**config.mk**
```make
export PLATFORM = sky130hd
export DESIGN_NAME = p2p_xform_pipe
export DESIGN_NICKNAME = d
export VERILOG_FILES = /design/src/rtl/p2p_xform_pkg.sv /design/src/rtl/p2p_xform_stage.sv /design/src/rtl/p2p_xform_pipe.sv
export SDC_FILE = /design/constraint.sdc
export NUM_CORES = 1
export LEC_CHECK = 0
export ABC_CLOCK_PERIOD_IN_PS = 1350
export BUFFER_PORTS_ARGS = -buffer_cell sky130_fd_sc_hd__buf_2
export CAP_MARGIN = 20
export CELL_PAD_IN_SITES_DETAIL_PLACEMENT = 0
export CELL_PAD_IN_SITES_GLOBAL_PLACEMENT = 1
export CORE_ASPECT_RATIO = 0.9
export CORE_UTILIZATION = 33
export CTS_CLUSTER_SIZE = 14
export DETAILED_ROUTE_END_ITERATION = 10
export GPL_ROUTABILITY_DRIVEN = 0
export PLACE_DENSITY = 0.74
export SETUP_SLACK_MARGIN = 0.2
export SLEW_MARGIN = 10
export SYNTH_ARGS = -nofsm -noshare
export SYNTH_HDL_FRONTEND = slang
export SYNTH_SLANG_ARGS = --single-unit
export TNS_END_PERCENT = 50
```
**constraint.sdc**
```tcl
create_clock -name clock -period 1.35 [get_ports clock]
set_input_delay 0.135 -clock clock [delete_from_list [all_inputs] [get_ports clock]]
set_output_delay 0.135 -clock clock [all_outputs]
set_load 0.01 [all_outputs]
```
**src/rtl/p2p_xform_pkg.sv**
```systemverilog
// Shared types and the word transform used by the p2p_xform_pipe stage-1 entry.
// Transform results are masked to the caller's width so one function serves every WIDTH.
package p2p_xform_pkg;

  localparam int COUNT_W = 32;

  typedef enum logic [1:0] {
    XF_INV  = 2'd0,
    XF_PASS = 2'd1,
    XF_INC  = 2'd2,
    XF_ROL  = 2'd3
  } xf_mode_e;

  function automatic logic [63:0] xform(input logic [63:0] data, input xf_mode_e mode,
                                        input int width);
    logic [63:0] mask;
    logic [63:0] res;
    mask = ~64'd0 >> (64 - width);
    case (mode)
      XF_INV:  res = ~data;
      XF_PASS: res = data;
      XF_INC:  res = data + 64'd1;
      XF_ROL:  res = (data << 1) | (data >> (width - 1));
      default: res = data;
    endcase
    return res & mask;
  endfunction

endpackage

```
**src/rtl/p2p_xform_stage.sv**
```systemverilog
// One pipeline slot of p2p_xform_pipe: a {valid, data} register that holds while stalled.
// Data is cleared on reset so the output word reads zero after reset.
module p2p_xform_stage #(
  parameter int WIDTH = 16
) (
  input  logic             clock,
  input  logic             reset,
  input  logic             i_adv,
  input  logic             i_vld,
  input  logic [WIDTH-1:0] i_data,
  output logic             o_vld,
  output logic [WIDTH-1:0] o_data
);

  logic             r_vld;
  logic [WIDTH-1:0] r_data;

  always_ff @(posedge clock) begin
    if (reset) begin
      r_vld  <= 1'b0;
      r_data <= '0;
    end else if (i_adv) begin
      r_vld  <= i_vld;
      r_data <= i_data;
    end
  end

  assign o_vld  = r_vld;
  assign o_data = r_data;

endmodule

```
**src/rtl/p2p_xform_pipe.sv**
```systemverilog
// Stall-all DEPTH-stage transform pipeline between a point_slave_io slot and the host.
// Optional completed-transfer counter on xfer_count when P2P_XFORM_COUNT_EN is defined.
module p2p_xform_pipe
  import p2p_xform_pkg::*;
#(
  parameter int WIDTH = 16,
  parameter int DEPTH = 1
) (
  input  logic               clock,
  input  logic               reset,
  input  logic [WIDTH-1:0]   data_o,
  input  logic               valid_o,
  output logic               ready_o,
  input  logic [1:0]         mode,
  output logic [WIDTH-1:0]   data_i,
  output logic               valid_i,
  input  logic               ready_i
`ifdef P2P_XFORM_COUNT_EN
  ,output logic [COUNT_W-1:0] xfer_count
`endif
);

  logic             w_stall;
  logic             w_adv;
  logic [63:0]      w_din_ext_p0;
  logic [63:0]      w_xf_ext_p0;
  logic             w_vld_p  [0:DEPTH];
  logic [WIDTH-1:0] w_data_p [0:DEPTH];

  // A held output blocks the whole pipe, including the input side.
  assign w_stall = valid_i && !ready_i;
  assign w_adv   = !w_stall;
  assign ready_o = !reset && !w_stall;

  // Stage-1 entry: transform applied as the word is captured, so each word keeps its own mode.
  assign w_din_ext_p0 = 64'(data_o);
  assign w_xf_ext_p0  = xform(w_din_ext_p0, xf_mode_e'(mode), WIDTH);
  assign w_vld_p[0]   = valid_o;
  assign w_data_p[0]  = WIDTH'(w_xf_ext_p0);

  for (genvar k = 0; k < DEPTH; k++) begin : g_stage
    p2p_xform_stage #(.WIDTH(WIDTH)) u_stage (
      .clock  (clock),
      .reset  (reset),
      .i_adv  (w_adv),
      .i_vld  (w_vld_p[k]),
      .i_data (w_data_p[k]),
      .o_vld  (w_vld_p[k+1]),
      .o_data (w_data_p[k+1])
    );
  end

  assign valid_i = w_vld_p[DEPTH];
  assign data_i  = w_data_p[DEPTH];

`ifdef P2P_XFORM_COUNT_EN
  logic [COUNT_W-1:0] r_xfer_count;

  always_ff @(posedge clock) begin
    if (reset) begin
      r_xfer_count <= '0;
    end else if (valid_i && ready_i) begin
      r_xfer_count <= r_xfer_count + 1'b1;
    end
  end

  assign xfer_count = r_xfer_count;
`endif

endmodule

```
==> run summary, run 1 <==
clk sinks - 17
Post-Syn Instances - 169
post-place setup slack - -0.00765 ns
worst hold path class - input port to flop
Max Clock Skew - 0.00318 ns
Leakage - 0.850 nW
Synth Net Count - 192
Final Hold Viols - 0
fin crit period - 1.27 ns
internal power - 1.03 mW
Floorplan Core Area - 3840 um^2
First-pass DRT Iterations - 4
PD cells - 761 nW/um^2
root buf cell - clkbuf_8
CTS tree - built
#FFs+latches synth - 17
clock slew at reported path FFs - 0.07 ns
kind of critical path - flop to flop
maxcap violations - 0
drt total wl - 4.17 mm
Psw - 0.471 mW
vias in the first global route - 1,416
dpl hpwl - 3.18 mm
final worst-path cycle share - 93.9%
largest net degree at the start of global routing - 14
R2R Setup Slk - 0.08 ns
VDD IR max - 0.356 mV
die area - 4380 um^2
cts bufs inserted - 3
Max clock buf depth - 2
Max stage delay on crit path - 0.32 ns
crit-path max FO - 5
Gate power share - 35.9%
unrepaired setup endpoints after global routing - true
startpoint class of the critical path - flop
CP delay by family, top - compound AO/OA/AOI/OAI gates
hold_ws - 0.0943 ns
GRT Overall Usage - 19.2%
layout cells sized above 1 - 42.4%
Synth Cell Area - 1360 um^2
Slowest-stage cell, CP - dfxtp_2
synthesis-to-finish area growth - 44.8%
setup ws final - 0.0818 ns
Post-DRT Antenna Nets - 0
final setup fails - 0
DRC Markers - 0
ys async rst share - 0%
GRT overflow - 0
Skew-Pair Late Insertion Delay - 0.26 ns
required time of the critical path - 1.49 ns
Clk pwr share - 25.9%
first-pass GRT wire length - 6.75 mm
final net count - 255
Worst setup EP type - flop
n_diodes - 0
synth warn - 0
DR WL/cell - 15.0 um
Die Ht - 62.9 um
antenna violations before repair - 0
outcome - finished clean
Slew Limit Fails - 0
die width - 69.6 um
Vias/cell - 5.49
1st-iter DRT viols - 83
sequential fraction of the synthesis area - 25.0%
hold buffers post-CTS - 0
Buffers on Ports - 39
Worst Path Arrival - 1.41 ns
Cell Rows - 21
CP bufs+invs - 2
Vias - 1,521
Top-Level Pins - 40
sw frac - 31.5%
Max Freq - 0.789 GHz
Cell variety after synth - 47
worst slew pin tran - 0.303 ns
post-synthesis average cell area - 8.04 um^2
crit-path cells - nor2b_4, buf_6, buf_4, a221o_1, o211ai_1, nand3_1
sequential power share - 38.2%
Slew headroom - 79.8%
Starting Density - 35.4%
# H-tree levels - 1
Layout fillers - 394
Post-synth EDFFs - 0
ys flop type - dfxtp_1
-- metrics by stage --
step	instance area (um^2)	TNS, ns	std cells	power, mW	util, %
2_1_floorplan	1390	0	169	0.857	-
3_3_place_gp	1780	0	268	1.06	46.5
3_5_place_dp	1780	-0.00765	268	1.07	46.5
4_1_cts	1900	0	277	1.48	49.5
5_1_grt	1970	0	277	1.59	51.3
6_report	1970	0	277	1.50	51.3
-- tightest hold or removal path: stages --
cell    delay, ns
buf_2        0.08
nor2_1       0.04
nor2_1       0.07
-- power by group through the flow --
stage	combinational, mW	clock, mW	sequential [mW]
after floorplan	0.250	0	0.607
after global placement	0.475	0	0.581
after detailed placement	0.482	0	0.583
after CTS	0.508	0.404	0.572
after global routing	0.584	0.425	0.578
final	0.538	0.387	0.572
-- metal layers --
layer	global-route usage (%)	part of all wire, %	vias to the layer above
met3	2.74	5.0	7
li1	-	-	756
met5	0	0	-
met4	9.75	2.3	0
met2	30.9	46	45
met1	25.0	46	713
-- synthesized netlist by cell type (2+ instances only) --
library cell | number | area, um^2
a21oi_1 | 6 | 30.0
a221oi_1 | 7 | 61.3
a22o_1 | 3 | 26.3
a31oi_1 | 4 | 25.0
and2_1 | 2 | 12.5
and4_1 | 2 | 17.5
buf_2 | 9 | 45.0
buf_6 | 4 | 45.0
clkbuf_1 | 2 | 7.51
dfxtp_1 | 17 | 340
inv_1 | 4 | 15.0
mux2i_1 | 5 | 50.1
nand2_1 | 11 | 41.3
nand2b_1 | 3 | 18.8
nand3_1 | 8 | 40.0
nand4_1 | 5 | 31.3
nor2_1 | 10 | 37.5
nor2b_1 | 3 | 18.8
nor3_1 | 2 | 10.0
o211ai_1 | 4 | 30.0
o21ai_0 | 9 | 45.0
o221ai_1 | 2 | 17.5
o22ai_1 | 3 | 18.8
or3_1 | 4 | 25.0
or4_1 | 2 | 15.0
xnor2_1 | 14 | 123
xor2_1 | 4 | 35.0
-- registers in the layout (all words and copies together), names as in the netlist --
name and cells:
g_stage.u_stage.o_vld 1, g_stage.u_stage.o_data 16
-- final cells by class --
type,count,area [um^2],share of cell area [%]
flip-flops and latches,17,342,17.4
well taps,46,57.6,2.92
clock buffers,4,45.0,2.29
repair buffers,75,508,25.8
inverters,4,15.0,0.763
multi-input cells,131,1000,50.9
-- timing repair --
action | 4_1_cts | 5_1_grt
resized for setup | 7 | 13
setup endpoints to repair | 13 | 15
setup buffers | 5 | 0
pin swaps | 5 | 6
-- cell usage in the layout (no fill, tap or decap), types with 2 or more instances in the layout --
cell,n
buf_2,38
buf_4,31
dfxtp_1,16
xnor2_1,14
nand2_1,10
nor2_1,9
o21ai_0,7
nand3_1,7
a21oi_1,6
mux2i_1,5
nand4_1,5
inv_1,4
xor2_1,4
a221oi_2,4
a31oi_1,4
or3_1,4
o211ai_1,4
buf_6,4
a22o_1,3
o21ai_1,3
a221oi_1,3
clkbuf_8,3
and2_1,2
and4_1,2
o22ai_2,2
nand2b_1,2
nor2b_1,2
o221ai_1,2
or4_1,2
buf_12,2
-- path summary, 6_finish.rpt --
check | start | to | cells past startpoint
max | g_stage[0].u_stage.o_vld$_SDFFE_PP0N_ | g_stage[0].u_stage.o_data[15]$_SDFFE_PP0N_ | 6
min | valid_o | g_stage[0].u_stage.o_vld$_SDFFE_PP0N_ | 3
min reg2reg | g_stage[0].u_stage.o_data[0]$_SDFFE_PP0N_ | g_stage[0].u_stage.o_data[0]$_SDFFE_PP0N_ | 2
max reg2reg | g_stage[0].u_stage.o_vld$_SDFFE_PP0N_ | g_stage[0].u_stage.o_data[15]$_SDFFE_PP0N_ | 6
-- cells by family after synthesis --
group / share of synthesized area [%]
AO/OA/AOI/OAI: 24.1
buffers and inverters: 9.12
multiplexers: 4.51
AND/OR/NAND/NOR: 24.7
adder cells (fa/ha/maj): 0.921
flip-flops: 25.0
XOR/XNOR: 11.6
No activity file was read; power rests on OpenSTA's default activity.
==> inputs of run 2 (changes only) <==
CELL_PAD_IN_SITES_DETAIL_PLACEMENT = unset   (was 0)
CELL_PAD_IN_SITES_GLOBAL_PLACEMENT = unset   (was 1)
CORE_UTILIZATION = 45   (was 33)
CTS_BUF_LIST = sky130_fd_sc_hd__clkbuf_4   (was unset)
PLACE_DENSITY = 0.73   (was 0.74)
==> run summary, run 2 (synthesis gave the netlist of run 1 again) <==
outcome - finished with violations
violated checks - setup timing
commonest non-fill, non-tap cell in the layout - buf_2
post-route non-filler standard cell count - 269
die area - 3240 um^2
final setup fails - 1
Worst setup EP type - flop
max reg flops - 16
Die Ht - 54.1 um
sequential cell area - 342 um^2
internal power - 0.929 mW
Clk pwr share - 20.5%
worst hold path class - input port to flop
kind of critical path - flop to flop
n_diodes - 0
antenna violations before repair - 0
hold_ws - 0.0840 ns
final net count - 253
unrepaired setup endpoints after global routing - true
clk sinks - 17
Post-DRT Antenna Nets - 0
die width - 59.9 um
Skew-Pair Late Insertion Delay - 0.30 ns
Top-Level Pins - 40
Max Freq - 0.734 GHz
required time of the critical path - 1.58 ns
crit-path max FO - 6
sequential power share - 40.2%
most frequent cells in the layout - buf_2, buf_4, dfxtp_1, xnor2_1, nand2_1
final worst-path cycle share - 101%
hold path startpoint - valid_o
fin crit period - 1.36 ns
sw frac - 34.9%
Floorplan Core Area - 2820 um^2
Buffers on Ports - 39
First-pass DRT Iterations - 4
clock slew at reported path FFs - 0.11 ns
Psw - 0.498 mW
GRT overflow - 0
cts bufs inserted - 3
Crit. Startpoint - g_stage[0].u_stage.o_vld$_SDFFE_PP0N_
Max Clock Skew - 0.00107 ns
DR WL/cell - 16.9 um
DRC Markers - 0
hold buffers post-CTS - 0
Worst Path Arrival - 1.59 ns
Slew headroom - 71.7%
Max clock buf depth - 2
# H-tree levels - 1
Vias/cell - 6.00
Layout fillers - 223
Slew Limit Fails - 0
Leakage - 0.837 nW
post-place setup slack - -0.105 ns
setup ws final - -0.0124 ns
PD cells - 730 nW/um^2
startpoint class of the critical path - flop
largest net degree at the start of global routing - 20
vias in the first global route - 1,436
dpl cells - 258
maxcap violations - 0
worst flop-to-flop path startpoint - g_stage[0].u_stage.o_vld$_SDFFE_PP0N_
Final Hold Viols - 0
root buf cell - clkbuf_4
Starting Density - 48.3%
post-layout util - 69.4%
synthesis-to-finish area growth - 43.8%
total power draw - 1.43 mW
drt total wl - 4.53 mm
GRT Overall Usage - 28.4%
dpl hpwl - 3.10 mm
VDD IR max - 0.354 mV
worst slew pin tran - 0.423 ns
first-pass GRT wire length - 6.78 mm
layout cells sized above 1 - 43.2%
Cell Rows - 18
1st-iter DRT viols - 106
CTS tree - built
multi-input logic area - 1040 um^2
Vias - 1,613
Gate power share - 39.3%
## run 2: cell types whose count changed in the layout (fill, tap and decap cells not counted), sizes merged
cell,previous run,this run
buf,75,73
clkbuf,4,3
clkinv,0,1
## run 2: worst paths after layout
kind | end | slack, ns | depth (start not counted)
setup / recovery | g_stage[0].u_stage.o_data[5]$_SDFFE_PP0N_ | -0.01 | 8
setup reg to reg | g_stage[0].u_stage.o_data[5]$_SDFFE_PP0N_ | -0.01 | 8
hold reg to reg | g_stage[0].u_stage.o_data[3]$_SDFFE_PP0N_ | 0.46 | 2
hold / removal | g_stage[0].u_stage.o_vld$_SDFFE_PP0N_ | 0.08 | 3
## run 2: per-stage QoR
| stage | TNS [ns] | area (um^2) |
|---|---|---|
| detailed placement | -0.276 | 1730 |
| CTS | -0.0462 | 1860 |
| floorplan | 0 | 1390 |
| finish | -0.0124 | 1950 |
| global route | -0.0874 | 1950 |
| global placement | 0 | 1730 |
## run 2: routing by layer
metal	global-route usage, %	routed length, um	vias to the layer above
met3	4.57	351	11
met5	0	0	-
li1	-	-	753
met4	10.1	104	0
met1	36.1	1890	766
met2	48.3	2190	83
## run 2: cell type report
cell class / count / share of cell area [%]
Timing Repair Buffer: 73 / 24.8
Inverter: 4 / 0.768
Clock buffer: 3 / 1.15
Clock inverter: 1 / 0.256
Sequential cell: 17 / 17.5
Multi-Input combinational cell: 131 / 53.0
Tap cell: 40 / 2.56
## run 2: timing repair
action | CTS | global route
gates resized for setup | 12 | 16
pin swaps | 8 | 12
setup buffers | 6 | 1
endpoints found under the hold margin | 0 | 0
cloned | 0 | 0
endpoints found under the setup margin | 11 | 15
## run 2: critical path, cell delays in order (launching register included)
cell and delay [ns]:
dfxtp_2 0.34, nor2b_4 0.12, buf_6 0.13, buf_6 0.12
nor2_4 0.08, buf_4 0.12, buf_6 0.10, o211ai_1 0.11
o21ai_1 0.18
## run 2: power groups by stage
| stage | Sequential [mW] | Clock [mW] | Combinational, mW |
|---|---|---|---|
| floorplan | 0.607 | 0 | 0.250 |
| global placement | 0.581 | 0 | 0.454 |
| detailed placement | 0.584 | 0 | 0.471 |
| CTS | 0.572 | 0.288 | 0.508 |
| global route | 0.580 | 0.317 | 0.606 |
| finish | 0.574 | 0.292 | 0.561 |
==> inputs of run 3 (changes only) <==
ABC_CLOCK_PERIOD_IN_PS = 1700   (was 1350)
PLACE_DENSITY = 0.7   (was 0.73)
clock period = 1.7 ns   (was 1.35 ns; I/O delays follow)
==> run summary, run 3 (synthesis gave the netlist of run 1 again) <==
layout cells sized above 1 - 28.8%
vias in the first global route - 1,268
unrepaired setup endpoints after global routing - false
Buffers on Ports - 39
hold_ws - 0.0682 ns
Slowest-stage cell, CP - dfxtp_1
maxcap violations - 0
# H-tree levels - 1
hold buffers post-CTS - 0
total power draw - 1.02 mW
GRT overflow - 0
dpl cells - 241
Vias - 1,425
drt total wl - 3.69 mm
clk sinks - 17
Die Ht - 54.1 um
DRC Markers - 0
synthesis-to-finish area growth - 17.8%
CTS tree - built
Slew headroom - 66.7%
Max clock buf depth - 2
Top-Level Pins - 40
post-layout util - 56.8%
Max Freq - 0.721 GHz
Resized cells post-CTS - 1
crit-path max FO - 5
Max Clock Skew - 0.000453 ns
TNS Setup - 0 ns
Skew-Pair Late Insertion Delay - 0.30 ns
commonest non-fill, non-tap cell in the layout - buf_2
Post-CTS Setup Inserts - 0
Slew Limit Fails - 0
CP delay by family, top - simple AND/OR/NAND/NOR gates
die area - 3240 um^2
VDD IR max - 0.376 mV
Max stage delay on crit path - 0.33 ns
n_diodes - 0
PD cells - 640 nW/um^2
worst hold path class - input port to flop
Vias/cell - 5.82
1st-iter DRT viols - 50
final net count - 229
antenna violations before repair - 0
max reg flops - 16
Floorplan Core Area - 2820 um^2
cts bufs inserted - 3
Worst Path Arrival - 1.22 ns
Final Hold Viols - 0
required time of the critical path - 1.53 ns
first-pass GRT wire length - 5.86 mm
worst slew pin tran - 0.495 ns
clock slew at reported path FFs - 0.11 ns
Leakage - 0.677 nW
Cell Rows - 18
die width - 59.9 um
Layout fillers - 266
final setup fails - 0
fin crit period - 1.39 ns
root buf cell - clkbuf_4
dpl hpwl - 2.72 mm
Worst setup EP type - primary output
CP bufs+invs - 1
kind of critical path - flop to primary output
Starting Density - 48.3%
Post-DRT Antenna Nets - 0
post-route non-filler standard cell count - 245
GRT Overall Usage - 24.5%
outcome - finished clean
crit-path cells - nor2b_2, nor2_1, buf_2
largest net degree at the start of global routing - 19
First-pass DRT Iterations - 4
most frequent cells in the layout - buf_2, dfxtp_1, xnor2_1, nand2_1
DR WL/cell - 15.1 um
startpoint class of the critical path - flop
final worst-path cycle share - 81.6%
[run 3: final cells by class]
class                   instances  area (um^2)  share of cell area (%)
multi-input cells             131          897                    56.1
flip-flops and latches         17          340                    21.3
repair buffers                 49          270                    16.9
well taps                      40         50.0                    3.13
clock buffers                   3         22.5                    1.41
inverters                       4         15.0                   0.938
clock inverters                 1         5.00                   0.313
[run 3: path summary, 6_finish.rpt]
path	startpoint	end	slack, ns	cells past startpoint
hold / removal	valid_o	g_stage[0].u_stage.o_vld$_SDFFE_PP0N_	0.07	3
setup reg to reg	g_stage[0].u_stage.o_vld$_SDFFE_PP0N_	g_stage[0].u_stage.o_data[9]$_SDFFE_PP0N_	0.39	5
hold reg to reg	g_stage[0].u_stage.o_data[6]$_SDFFE_PP0N_	g_stage[0].u_stage.o_data[6]$_SDFFE_PP0N_	0.45	2
setup / recovery	g_stage[0].u_stage.o_vld$_SDFFE_PP0N_	ready_o	0.31	3
[run 3: through the flow]
step | worst slack (ns) | cell area (um^2)
2_1_floorplan | 0.332 | 1360
3_3_place_gp | 0.240 | 1570
3_5_place_dp | 0.202 | 1570
4_1_cts | 0.304 | 1600
5_1_grt | 0.254 | 1600
6_report | 0.313 | 1600
[run 3: metal layers]
layer	vias up	routed length, um	global-route usage [%]
li1	710	-	-
met1	665	1730	31.0
met2	46	1690	40.7
met3	4	229	5.29
met4	0	41	8.91
met5	-	0	0
[run 3: worst reg2reg max path, delay by kind of cell (launching register included)]
| family | cells | cell delay, ns |
|---|---|---|
| compound gates | 1 | 0.19 |
| buf+inv | 1 | 0.18 |
| simple gates | 3 | 0.53 |
| flops | 1 | 0.33 |
[run 3: where the power goes]
part | switching (mW) | internal, mW | leakage, nW
logic | 0.185 | 0.151 | 0.517
clock network | 0.146 | 0.0879 | 0.0177
registers | 0.0167 | 0.437 | 0.142
total | 0.348 | 0.675 | 0.677
